### src/rtl/msi_cache_ctrl.sv
// Snoopy MSI controller: direct-mapped lines, one processor access at a time, bus requester plus snooper.
// Hit acks next cycle; misses go through optional evict, bus request/grant and memory fill.
module msi_cache_ctrl #(
  parameter int NUM_LINES       = 2,
  parameter int ADDR_SIZE       = 32,
  parameter int CACHE_LINE_SIZE = 128
) (
  input  logic                       clk_i,
  input  logic                       rst_i,
  input  logic                       pr_req_i,
  input  logic                       pr_wr_i,
  input  logic [ADDR_SIZE-1:0]       pr_addr_i,
  input  logic [CACHE_LINE_SIZE-1:0] pr_wdata_i,
  output logic                       pr_ack_o,
  output logic [CACHE_LINE_SIZE-1:0] pr_rdata_o,
  output logic                       bus_req_o,
  input  logic                       bus_gnt_i,
  output logic [1:0]                 bus_msg_o,
  output logic [ADDR_SIZE-1:0]       bus_addr_o,
  input  logic                       snoop_valid_i,
  input  logic                       snoop_own_i,
  input  logic [1:0]                 snoop_msg_i,
  input  logic [ADDR_SIZE-1:0]       snoop_addr_i,
  input  logic                       mem_ack_i,
  input  logic [CACHE_LINE_SIZE-1:0] mem_data_i,
  output logic                       flush_o,
  output logic [ADDR_SIZE-1:0]       flush_addr_o,
  output logic [CACHE_LINE_SIZE-1:0] flush_data_o
);
  localparam int OFF = $clog2(CACHE_LINE_SIZE / 8);
  localparam int IW  = $clog2(NUM_LINES);
  localparam int TW  = ADDR_SIZE - OFF - IW;

  localparam logic [1:0] L_I = 2'd0, L_S = 2'd1, L_M = 2'd2;
  localparam logic [1:0] MSG_NONE = 2'd0, MSG_RD = 2'd1, MSG_RDX = 2'd2, MSG_UPGR = 2'd3;

  typedef enum logic [2:0] {ST_IDLE, ST_EVICT, ST_REQ, ST_FILL, ST_UPG_DONE} state_t;

  state_t                     r_state, w_next;
  logic [1:0]                 r_lst  [NUM_LINES];
  logic [TW-1:0]              r_tag  [NUM_LINES];
  logic [CACHE_LINE_SIZE-1:0] r_data [NUM_LINES];
  logic [ADDR_SIZE-1:0]       r_addr;
  logic                       r_wr;
  logic [CACHE_LINE_SIZE-1:0] r_wdata, r_rdata;
  logic                       r_ack;
  logic [1:0]                 r_msg, w_msg_nxt;

  logic [IW-1:0] w_pidx, w_ridx, w_sidx;
  logic [TW-1:0] w_ptag, w_rtag, w_stag;
  logic          w_hit, w_accept, w_shit, w_sflush, w_sdown, w_sinv, w_evict_flush, w_upg_kill;
  logic          w_unused_bits;

  assign w_pidx = pr_addr_i[OFF +: IW];
  assign w_ptag = pr_addr_i[ADDR_SIZE-1 -: TW];
  assign w_ridx = r_addr[OFF +: IW];
  assign w_rtag = r_addr[ADDR_SIZE-1 -: TW];
  assign w_sidx = snoop_addr_i[OFF +: IW];
  assign w_stag = snoop_addr_i[ADDR_SIZE-1 -: TW];
  assign w_unused_bits = ^{pr_addr_i[OFF-1:0], snoop_addr_i[OFF-1:0]};

  assign w_shit   = snoop_valid_i && !snoop_own_i && (r_lst[w_sidx] != L_I) && (r_tag[w_sidx] == w_stag);
  assign w_sflush = w_shit && (r_lst[w_sidx] == L_M) && (snoop_msg_i == MSG_RD || snoop_msg_i == MSG_RDX);
  assign w_sdown  = w_shit && (r_lst[w_sidx] == L_M) && (snoop_msg_i == MSG_RD);
  assign w_sinv   = w_shit && (snoop_msg_i == MSG_RDX ||
                               (snoop_msg_i == MSG_UPGR && r_lst[w_sidx] == L_S));

  assign w_hit = (r_tag[w_pidx] == w_ptag) && (r_lst[w_pidx] != L_I) &&
                 (r_lst[w_pidx] == L_M || !pr_wr_i);
  // A snoop touching the requested line this cycle defers acceptance so the snoop update is seen first.
  assign w_accept = (r_state == ST_IDLE) && pr_req_i && !r_ack && !(w_shit && w_sidx == w_pidx);
  assign w_evict_flush = (r_state == ST_EVICT) && !w_sflush && (r_lst[w_ridx] == L_M);
  assign w_upg_kill = (r_state == ST_REQ) && (r_msg == MSG_UPGR) && w_sinv && (w_sidx == w_ridx);

  always_comb begin
    w_next    = r_state;
    w_msg_nxt = r_msg;
    case (r_state)
      ST_IDLE: begin
        if (w_accept && !w_hit) begin
          if (pr_wr_i && r_tag[w_pidx] == w_ptag && r_lst[w_pidx] == L_S) begin
            w_next    = ST_REQ;
            w_msg_nxt = MSG_UPGR;
          end else if (r_lst[w_pidx] == L_M) begin
            w_next = ST_EVICT;
          end else begin
            w_next    = ST_REQ;
            w_msg_nxt = pr_wr_i ? MSG_RDX : MSG_RD;
          end
        end
      end
      ST_EVICT: begin
        if (!w_sflush) begin
          w_next    = ST_REQ;
          w_msg_nxt = r_wr ? MSG_RDX : MSG_RD;
        end
      end
      ST_REQ: begin
        if (bus_gnt_i) begin
          w_next    = (r_msg == MSG_UPGR) ? ST_UPG_DONE : ST_FILL;
          w_msg_nxt = MSG_NONE;
        end else if (w_upg_kill) begin
          w_msg_nxt = MSG_RDX;
        end
      end
      ST_FILL:     if (mem_ack_i) w_next = ST_IDLE;
      ST_UPG_DONE: w_next = ST_IDLE;
      default:     w_next = ST_IDLE;
    endcase
  end

  always_ff @(posedge clk_i) begin
    if (!rst_i) begin
      r_state <= ST_IDLE;
      r_msg   <= MSG_NONE;
      r_ack   <= 1'b0;
      r_rdata <= '0;
      r_addr  <= '0;
      r_wr    <= 1'b0;
      r_wdata <= '0;
    end else begin
      r_state <= w_next;
      r_msg   <= w_msg_nxt;
      r_ack   <= 1'b0;
      if (w_accept) begin
        r_addr  <= {pr_addr_i[ADDR_SIZE-1:OFF], {OFF{1'b0}}};
        r_wr    <= pr_wr_i;
        r_wdata <= pr_wdata_i;
        if (w_hit) begin
          r_ack <= 1'b1;
          if (!pr_wr_i) r_rdata <= r_data[w_pidx];
        end
      end
      if (r_state == ST_FILL && mem_ack_i) begin
        r_ack <= 1'b1;
        if (!r_wr) r_rdata <= mem_data_i;
      end
      if (r_state == ST_UPG_DONE) r_ack <= 1'b1;
    end
  end

  // Snoop updates first; the controller's own install below takes precedence on the same line.
  always_ff @(posedge clk_i) begin
    if (!rst_i) begin
      for (int i = 0; i < NUM_LINES; i++) r_lst[i] <= L_I;
    end else begin
      if (w_sinv)       r_lst[w_sidx] <= L_I;
      else if (w_sdown) r_lst[w_sidx] <= L_S;
      if (r_state == ST_EVICT && !w_sflush) r_lst[w_ridx] <= L_I;
      if (r_state == ST_FILL && mem_ack_i)  r_lst[w_ridx] <= r_wr ? L_M : L_S;
      if (r_state == ST_UPG_DONE)           r_lst[w_ridx] <= L_M;
    end
  end

  always_ff @(posedge clk_i) begin
    if (w_accept && w_hit && pr_wr_i) r_data[w_pidx] <= pr_wdata_i;
    if (r_state == ST_FILL && mem_ack_i) begin
      r_tag[w_ridx]  <= w_rtag;
      r_data[w_ridx] <= r_wr ? r_wdata : mem_data_i;
    end
    if (r_state == ST_UPG_DONE) r_data[w_ridx] <= r_wdata;
  end

  always_comb begin
    flush_o      = 1'b0;
    flush_addr_o = '0;
    flush_data_o = '0;
    if (w_sflush) begin
      flush_o      = 1'b1;
      flush_addr_o = {snoop_addr_i[ADDR_SIZE-1:OFF], {OFF{1'b0}}};
      flush_data_o = r_data[w_sidx];
    end else if (w_evict_flush) begin
      flush_o      = 1'b1;
      flush_addr_o = {r_tag[w_ridx], w_ridx, {OFF{1'b0}}};
      flush_data_o = r_data[w_ridx];
    end
  end

  assign pr_ack_o   = r_ack;
  assign pr_rdata_o = r_rdata;
  assign bus_req_o  = (r_state == ST_REQ);
  assign bus_msg_o  = r_msg;
  assign bus_addr_o = (r_state == ST_REQ) ? r_addr : '0;
endmodule

### config.mk
export PLATFORM = sky130hd
export DESIGN_NAME = msi_cache_ctrl
export DESIGN_NICKNAME = d
export VERILOG_FILES = /design/src/rtl/msi_cache_ctrl.sv
export SDC_FILE = /design/constraint.sdc
export NUM_CORES = 1
export LEC_CHECK = 0
export CORE_MARGIN = 2
export CORE_UTILIZATION = 35
export CTS_CLUSTER_DIAMETER = 120
export DETAILED_ROUTE_END_ITERATION = 10
export PLACE_DENSITY = 0.68
export SYNTH_ARGS = -nofsm -noshare
export SYNTH_HDL_FRONTEND = slang
export SYNTH_SLANG_ARGS = --single-unit
### constraint.sdc
create_clock -name clk_i -period 18.2 [get_ports clk_i]
set_input_delay 1.82 -clock clk_i [delete_from_list [all_inputs] [get_ports clk_i]]
set_output_delay 1.82 -clock clk_i [all_outputs]
set_load 0.005 [all_outputs]
==> results of run 1 <==
## path summary, 6_finish.rpt
kind / to / slack, ns / startpoint
worst min register to register: r_wdata[44] / 0.45 / r_wdata[44]
worst min-delay path: r_wdata[44] / 0.45 / r_wdata[44]
worst max-delay path: flush_data_o[120] / 9.51 / snoop_addr_i[4]
worst max register to register: pr_rdata_o[6] / 13.26 / r_tag[1][10]
## kinds of logic after synthesis
group	count (synthesis)
XOR/XNOR	56
AND/OR/NAND/NOR	722
flip-flops	606
buffers and inverters	224
adder cells (fa/ha/maj)	3
AO/OA/AOI/OAI	601
other	1
multiplexers	471
## per-stage QoR
step	cells	util (%)	hold slack [ns]	instance area, um^2
5_1_grt	4357	47.1	0.465	37800
2_1_floorplan	2691	-	0.436	28300
3_5_place_dp	4211	44.1	0.446	35400
4_1_cts	4339	47.0	0.454	37800
6_report	4359	47.1	0.452	37800
3_3_place_gp	4211	44.1	0.441	35400
## power by group
part | switching, mW | internal [mW] | leakage (nW) | total [mW]
Sequential | 0.0542 | 1.55 | 5.22 | 1.61
Combinational | 0.443 | 0.297 | 7.36 | 0.739
Clock | 0.583 | 0.862 | 1.15 | 1.45
## cell type report
cell class / instances / area share, %
diodes: 20 / 0.132
clock buffers: 102 / 5.33
clock inverters: 26 / 0.917
inverters: 9 / 0.103
multi-input cells: 1861 / 32.0
flip-flops and latches: 606 / 40.4
well taps: 1060 / 3.51
repair buffers: 675 / 17.6
## registers in the layout, indices dropped and copies added (netlist names), named ones only
register    flops
bus_msg_o       2
pr_ack_o        1
pr_rdata_o    128
r_addr         28
r_data        256
r_lst           4
r_state         3
r_tag          54
r_wdata       128
r_wr            1
## layout by cell type, fill, tap and decap left out, drive strengths merged, types with 12 or more instances in the layout
cell           netlist  layout
a21oi              167     167
clkdlybuf4s50        0     636
buf                 70      38
a22o               128     128
mux2i              342     342
dfxtp              292     292
nor2                12      12
nand2              619     619
diode                0      20
edfxtp             314     314
mux2               129     129
inv                  9      12
nor4                23      23
clkbuf             145     103
xnor2               51      51
and3                27      27
clkinv               0      16
o21ai              291     291
## per-layer routing
metal | global-route usage [%] | routed length [um]
met1 | 27.0 | 38300
met2 | 37.5 | 47900
met3 | 5.63 | 7460
met4 | 9.59 | 3290
met5 | 0 | 30
## worst min-delay path, delay by kind of cell, from the launching register on
family / cells / cell delay [ns]
flip-flops: 1 / 0.30
AND/OR/NAND/NOR: 1 / 0.05
AO/OA/AOI/OAI: 1 / 0.05
==> results_dict.tcl, run 1 <==
set metrics [dict create \
    synth-adder-area-share_pct 0.133 \
    cts_buffer_depth 3 \
    dp_worst_setup_slack_ns 9.45 \
    gp_congestion 0.850 \
    die-area_um2 83000 \
    cts.sinks 606 \
    synth_warnings 0 \
    ctsHoldBuffers 0 \
    worst_pin_slew_ns 1.18 \
    cts_resized 0 \
    synth_xor_area_share_pct 1.74 \
    synth.yosys.seq_area_share_pct 54.1 \
    cts-buffers-inserted 70 \
    p_leak_nw 13.7 \
    synth_area_leaders "edfxtp_1, dfxtp_1, mux2i_1" \
    nFillCells 7515 \
    netlist_area_um2 28300 \
    drt-total-wl_mm 97.0 \
    dp_hpwl_mm 61.7 \
    grt_usage_pct 22.3 \
    critical_path_required_ns 16.38 \
    synth_compound_area_share_pct 12.5 \
    vias 22600 \
    cts_tree "built" \
    area_delta_synth_final_pct 33.8 \
    detail_route.first_pass.iterations 5 \
    whs_path_depth 2 \
    crit_chain "buf_2 -> buf_4 -> nor3_1 -> or4b_1 -> nor4_1 -> nand4_1 -> nor4_4 -> mux2i_4 -> buf_4 -> buf_4 -> a22o_1 -> clkdlybuf4s50_1" \
    fin_crit_sh_pct 47.8 \
    worstRegToRegCells 10 \
    io_pins 655 \
    crit_fanout 60 \
    synth_edf_count 314 \
    path_class "in -> out" \
    fin_total_pwr_mw 3.79 \
    cp.arrival_ns 6.87 \
    wl_per_cell_um 22.3 \
    core_um2 80300 \
    slew_viol_final 0 \
    drive_gt1_share_pct 8.91 \
    worst_slack_ns 9.51 \
    htree_levels 3 \
    async_reset_ff_share_pct 0 \
    ant_nets 0 \
    crit_path_top_delay_cell "buf_4" \
    maxCapViolCount 0 \
    yosys.area_share.simple_pct 10.6 \
    syn_area_per_cell_um2 10.5 \
    crit_top_cell "buf_4" \
    p_per_area_nw_per_um2 100 \
    synth_top_area_share_pct 33.4 \
    avgViaCountPerCell 5.20 \
    io_buffers 638 \
    cp_top_family "buffers and inverters" \
    grt_pass1_vias 21900 \
    cts-root-buf "clkbuf_16" \
    multiInputGateArea_um2 12100 \
    finalHoldViolCount 0 \
    synth_ff_type "edfxtp_1" \
    synth.most_common_cell "nand2_1" \
    clkLatencyLatePin_ns 0.60 \
    route.detailed.drc 0 \
    synth_top_family_by_area "multiplexers" \
    grt_first_pass_wirelength_mm 139 \
    synth_top_cell_by_area "edfxtp_1" \
    clkTransAtPathRegs_ns 0.06 \
    antenna_found_initial 24 \
    start_util_pct 35.2 \
    path_buf_inv 5 \
    rsz0062_at_grt "false" \
    dieWidth_um 288 \
    rows 104 \
    die_h_um 288 \
    critPathMaxStageDelay_ns 0.76 \
    seq_area_um2 15300 \
    grt_overflow 0 \
    cts_setup_buffers 0 \
    fin_skew_ns 0.0213 \
    ys_ff_latch 606 \
    layout.nets 3556 \
    cp.depth 12 \
    drt_iter0_drc 1524 \
    grt_max_degree 100 \
    synthTopCellsByCount "nand2_1, mux2i_1, edfxtp_1" \
    tns_ns 0 \
    outcome "finished clean" \
    cp-end-kind "output pin" \
    synthCells 2684 \
    vdd_ir_drop_max_v 0.0000674 \
    synth_cell_type_count 47 \
    max-slew-margin-rel_pct 21.4 \
    setup_violations 0 \
    finalCriticalPeriod_ns 8.69 \
    synthMuxAreaShare_pct 17.3 \
    start_kind "input port" \
    hold_path_class "reg -> reg" \
    fmax_mhz 115 \
]
No activity file was read; power rests on OpenSTA's default activity.
==> run 2: changes to the inputs <==
--- a/config.mk
+++ b/config.mk
@@ -9,7 +9,7 @@
 export CORE_UTILIZATION = 35
 export CTS_CLUSTER_DIAMETER = 120
 export DETAILED_ROUTE_END_ITERATION = 10
-export PLACE_DENSITY = 0.68
+export PLACE_DENSITY = 0.71
 export SYNTH_ARGS = -nofsm -noshare
 export SYNTH_HDL_FRONTEND = slang
 export SYNTH_SLANG_ARGS = --single-unit
==> constraint.sdc (replaced) <==
create_clock -name clk_i -period 7.6 [get_ports clk_i]
set_input_delay 0.76 -clock clk_i [delete_from_list [all_inputs] [get_ports clk_i]]
set_output_delay 0.76 -clock clk_i [all_outputs]
set_load 0.005 [all_outputs]
==> results_dict.tcl, run 2 (synthesis gave the netlist of run 1 again) <==
set metrics [dict create \
    finalNonFillerCells 4350 \
    r2r_slack_ns 3.46 \
    outcome "finished clean" \
    start_kind "input port" \
    cts_tree "built" \
    regToRegStartpoint "r_lst[1][0]" \
    die-area_um2 83000 \
    cp.arrival_ns 5.08 \
    grt_usage_pct 22.6 \
    rsz0062_at_grt "false" \
    post-route-util_pct 47.1 \
    worst_pin_slew_ns 1.07 \
    clkPwrFrac_pct 37.4 \
    grt_first_pass_wirelength_mm 142 \
    io_buffers 638 \
    crit_path_top_delay_cell "nand2_1" \
    detail_route.first_pass.iterations 7 \
    slew_viol_final 0 \
    vdd_ir_drop_max_v 0.000161 \
    final_common_cell "clkdlybuf4s50_1" \
    p_switching_mw 2.58 \
    post-place-cells 4211 \
    die_h_um 288 \
    internal-power_mw 6.41 \
    rows 104 \
    cts-root-buf "clkbuf_16" \
    ant_nets 0 \
    max-slew-margin-rel_pct 28.8 \
    clkLatencyLatePin_ns 0.61 \
    finalCriticalPeriod_ns 5.84 \
    grt_max_degree 129 \
    route.detailed.drc 0 \
    cts_setup_buffers 0 \
    hp-start "r_wdata[94]" \
    wl_per_cell_um 22.5 \
    cts-buffers-inserted 69 \
    path_class "in -> out" \
    gp_congestion 0.875 \
    critical_path_required_ns 6.84 \
    start_util_pct 35.2 \
    cts_buffer_depth 3 \
    final_cell_mix "clkdlybuf4s50_1, nand2_1, mux2i_1, edfxtp_1, dfxtp_1" \
    grt_overflow 0 \
    combPwrFrac_pct 19.8 \
    avgViaCountPerCell 5.25 \
    largest_register_ffs 256 \
    fin_crit_sh_pct 76.9 \
    vias 22800 \
    ctsHoldBuffers 0 \
    antenna_found_initial 18 \
    core_um2 80300 \
    p_leak_nw 13.7 \
    drive_gt1_share_pct 9.09 \
    tns_ns 0 \
    hold_path_class "reg -> reg" \
    cp-end-kind "output pin" \
    drt-total-wl_mm 98.0 \
    fin_total_pwr_mw 9.00 \
    seq_power_share_pct 42.8 \
    crit_chain "buf_2 -> buf_4 -> mux2i_1 -> xnor2_1 -> nor4_2 -> nand4_1 -> nor4_4 -> nor2_1 -> nand2_1 -> o21ai_0 -> clkdlybuf4s50_1" \
    timing.hold.ws_ns 0.452 \
    grt_pass1_vias 22300 \
    p_per_area_nw_per_um2 238 \
    drt_iter0_drc 1463 \
    fmax_mhz 171 \
    critPathLaunch "snoop_addr_i[4]" \
    dieWidth_um 288 \
    area_delta_synth_final_pct 33.8 \
    maxCapViolCount 0 \
    p_sw_share_pct 28.7 \
    fin_skew_ns 0.0326 \
    finalHoldViolCount 0 \
    cts.sinks 606 \
    io_pins 655 \
    dp_hpwl_mm 62.1 \
    layout.nets 3555 \
    critPathMaxStageDelay_ns 0.75 \
    crit_fanout 33 \
    cts_resized 0 \
    nFillCells 7478 \
    top_register "r_data" \
    htree_levels 3 \
    clkTransAtPathRegs_ns 0.05 \
    setup_violations 0 \
]
==> run 2: through the flow <==
stage / setup slack [ns] / cell area (um^2)
after global routing: 1.45 / 37800
after floorplan: 1.54 / 28300
after detailed placement: 1.78 / 35500
after global placement: 1.77 / 35500
final: 1.76 / 37800
after CTS: 1.76 / 37800
==> run 2: power groups by stage <==
stage | logic [mW] | registers [mW] | clock network (mW)
floorplan | 1.03 | 3.88 | 0
global placement | 1.76 | 3.90 | 0
detailed placement | 1.78 | 3.91 | 0
CTS | 1.79 | 3.84 | 3.44
global route | 1.93 | 3.87 | 3.55
finish | 1.78 | 3.85 | 3.36
==> run 2: final timing paths <==
path                                         end  cells after the start
worst max-delay path            flush_addr_o[24]                     11
worst min-delay path                 r_wdata[94]                      2
worst max register to register       r_wdata[63]                      9
worst min register to register       r_wdata[94]                      2
==> run 2: cell type report <==
cell class	instances	area (um^2)	area share, %
repair buffers	675	6740	17.8
flip-flops and latches	606	15300	40.4
clock inverters	25	283	0.748
multi-input cells	1861	12100	32.0
diodes	13	32.5	0.0860
clock buffers	101	2030	5.37
well taps	1060	1330	3.51
inverters	9	38.8	0.103
==> run 2: per-layer routing <==
layer / global-route usage [%] / part of all wire [%] / up-vias
li1: - / - / 10700
met1: 26.6 / 39 / 11100
met2: 39.8 / 50 / 848
met3: 4.94 / 7.3 / 202
met4: 9.34 / 3.7 / 12
met5: 0 / 0.081 / -
==> run 2: critical path: cells and delay by family <==
kind            cells  cell delay (ns)
mux                 1             0.25
compound gates      1             0.39
simple gates        5             1.90
buf+inv             3             1.61
xor+xnor            1             0.14
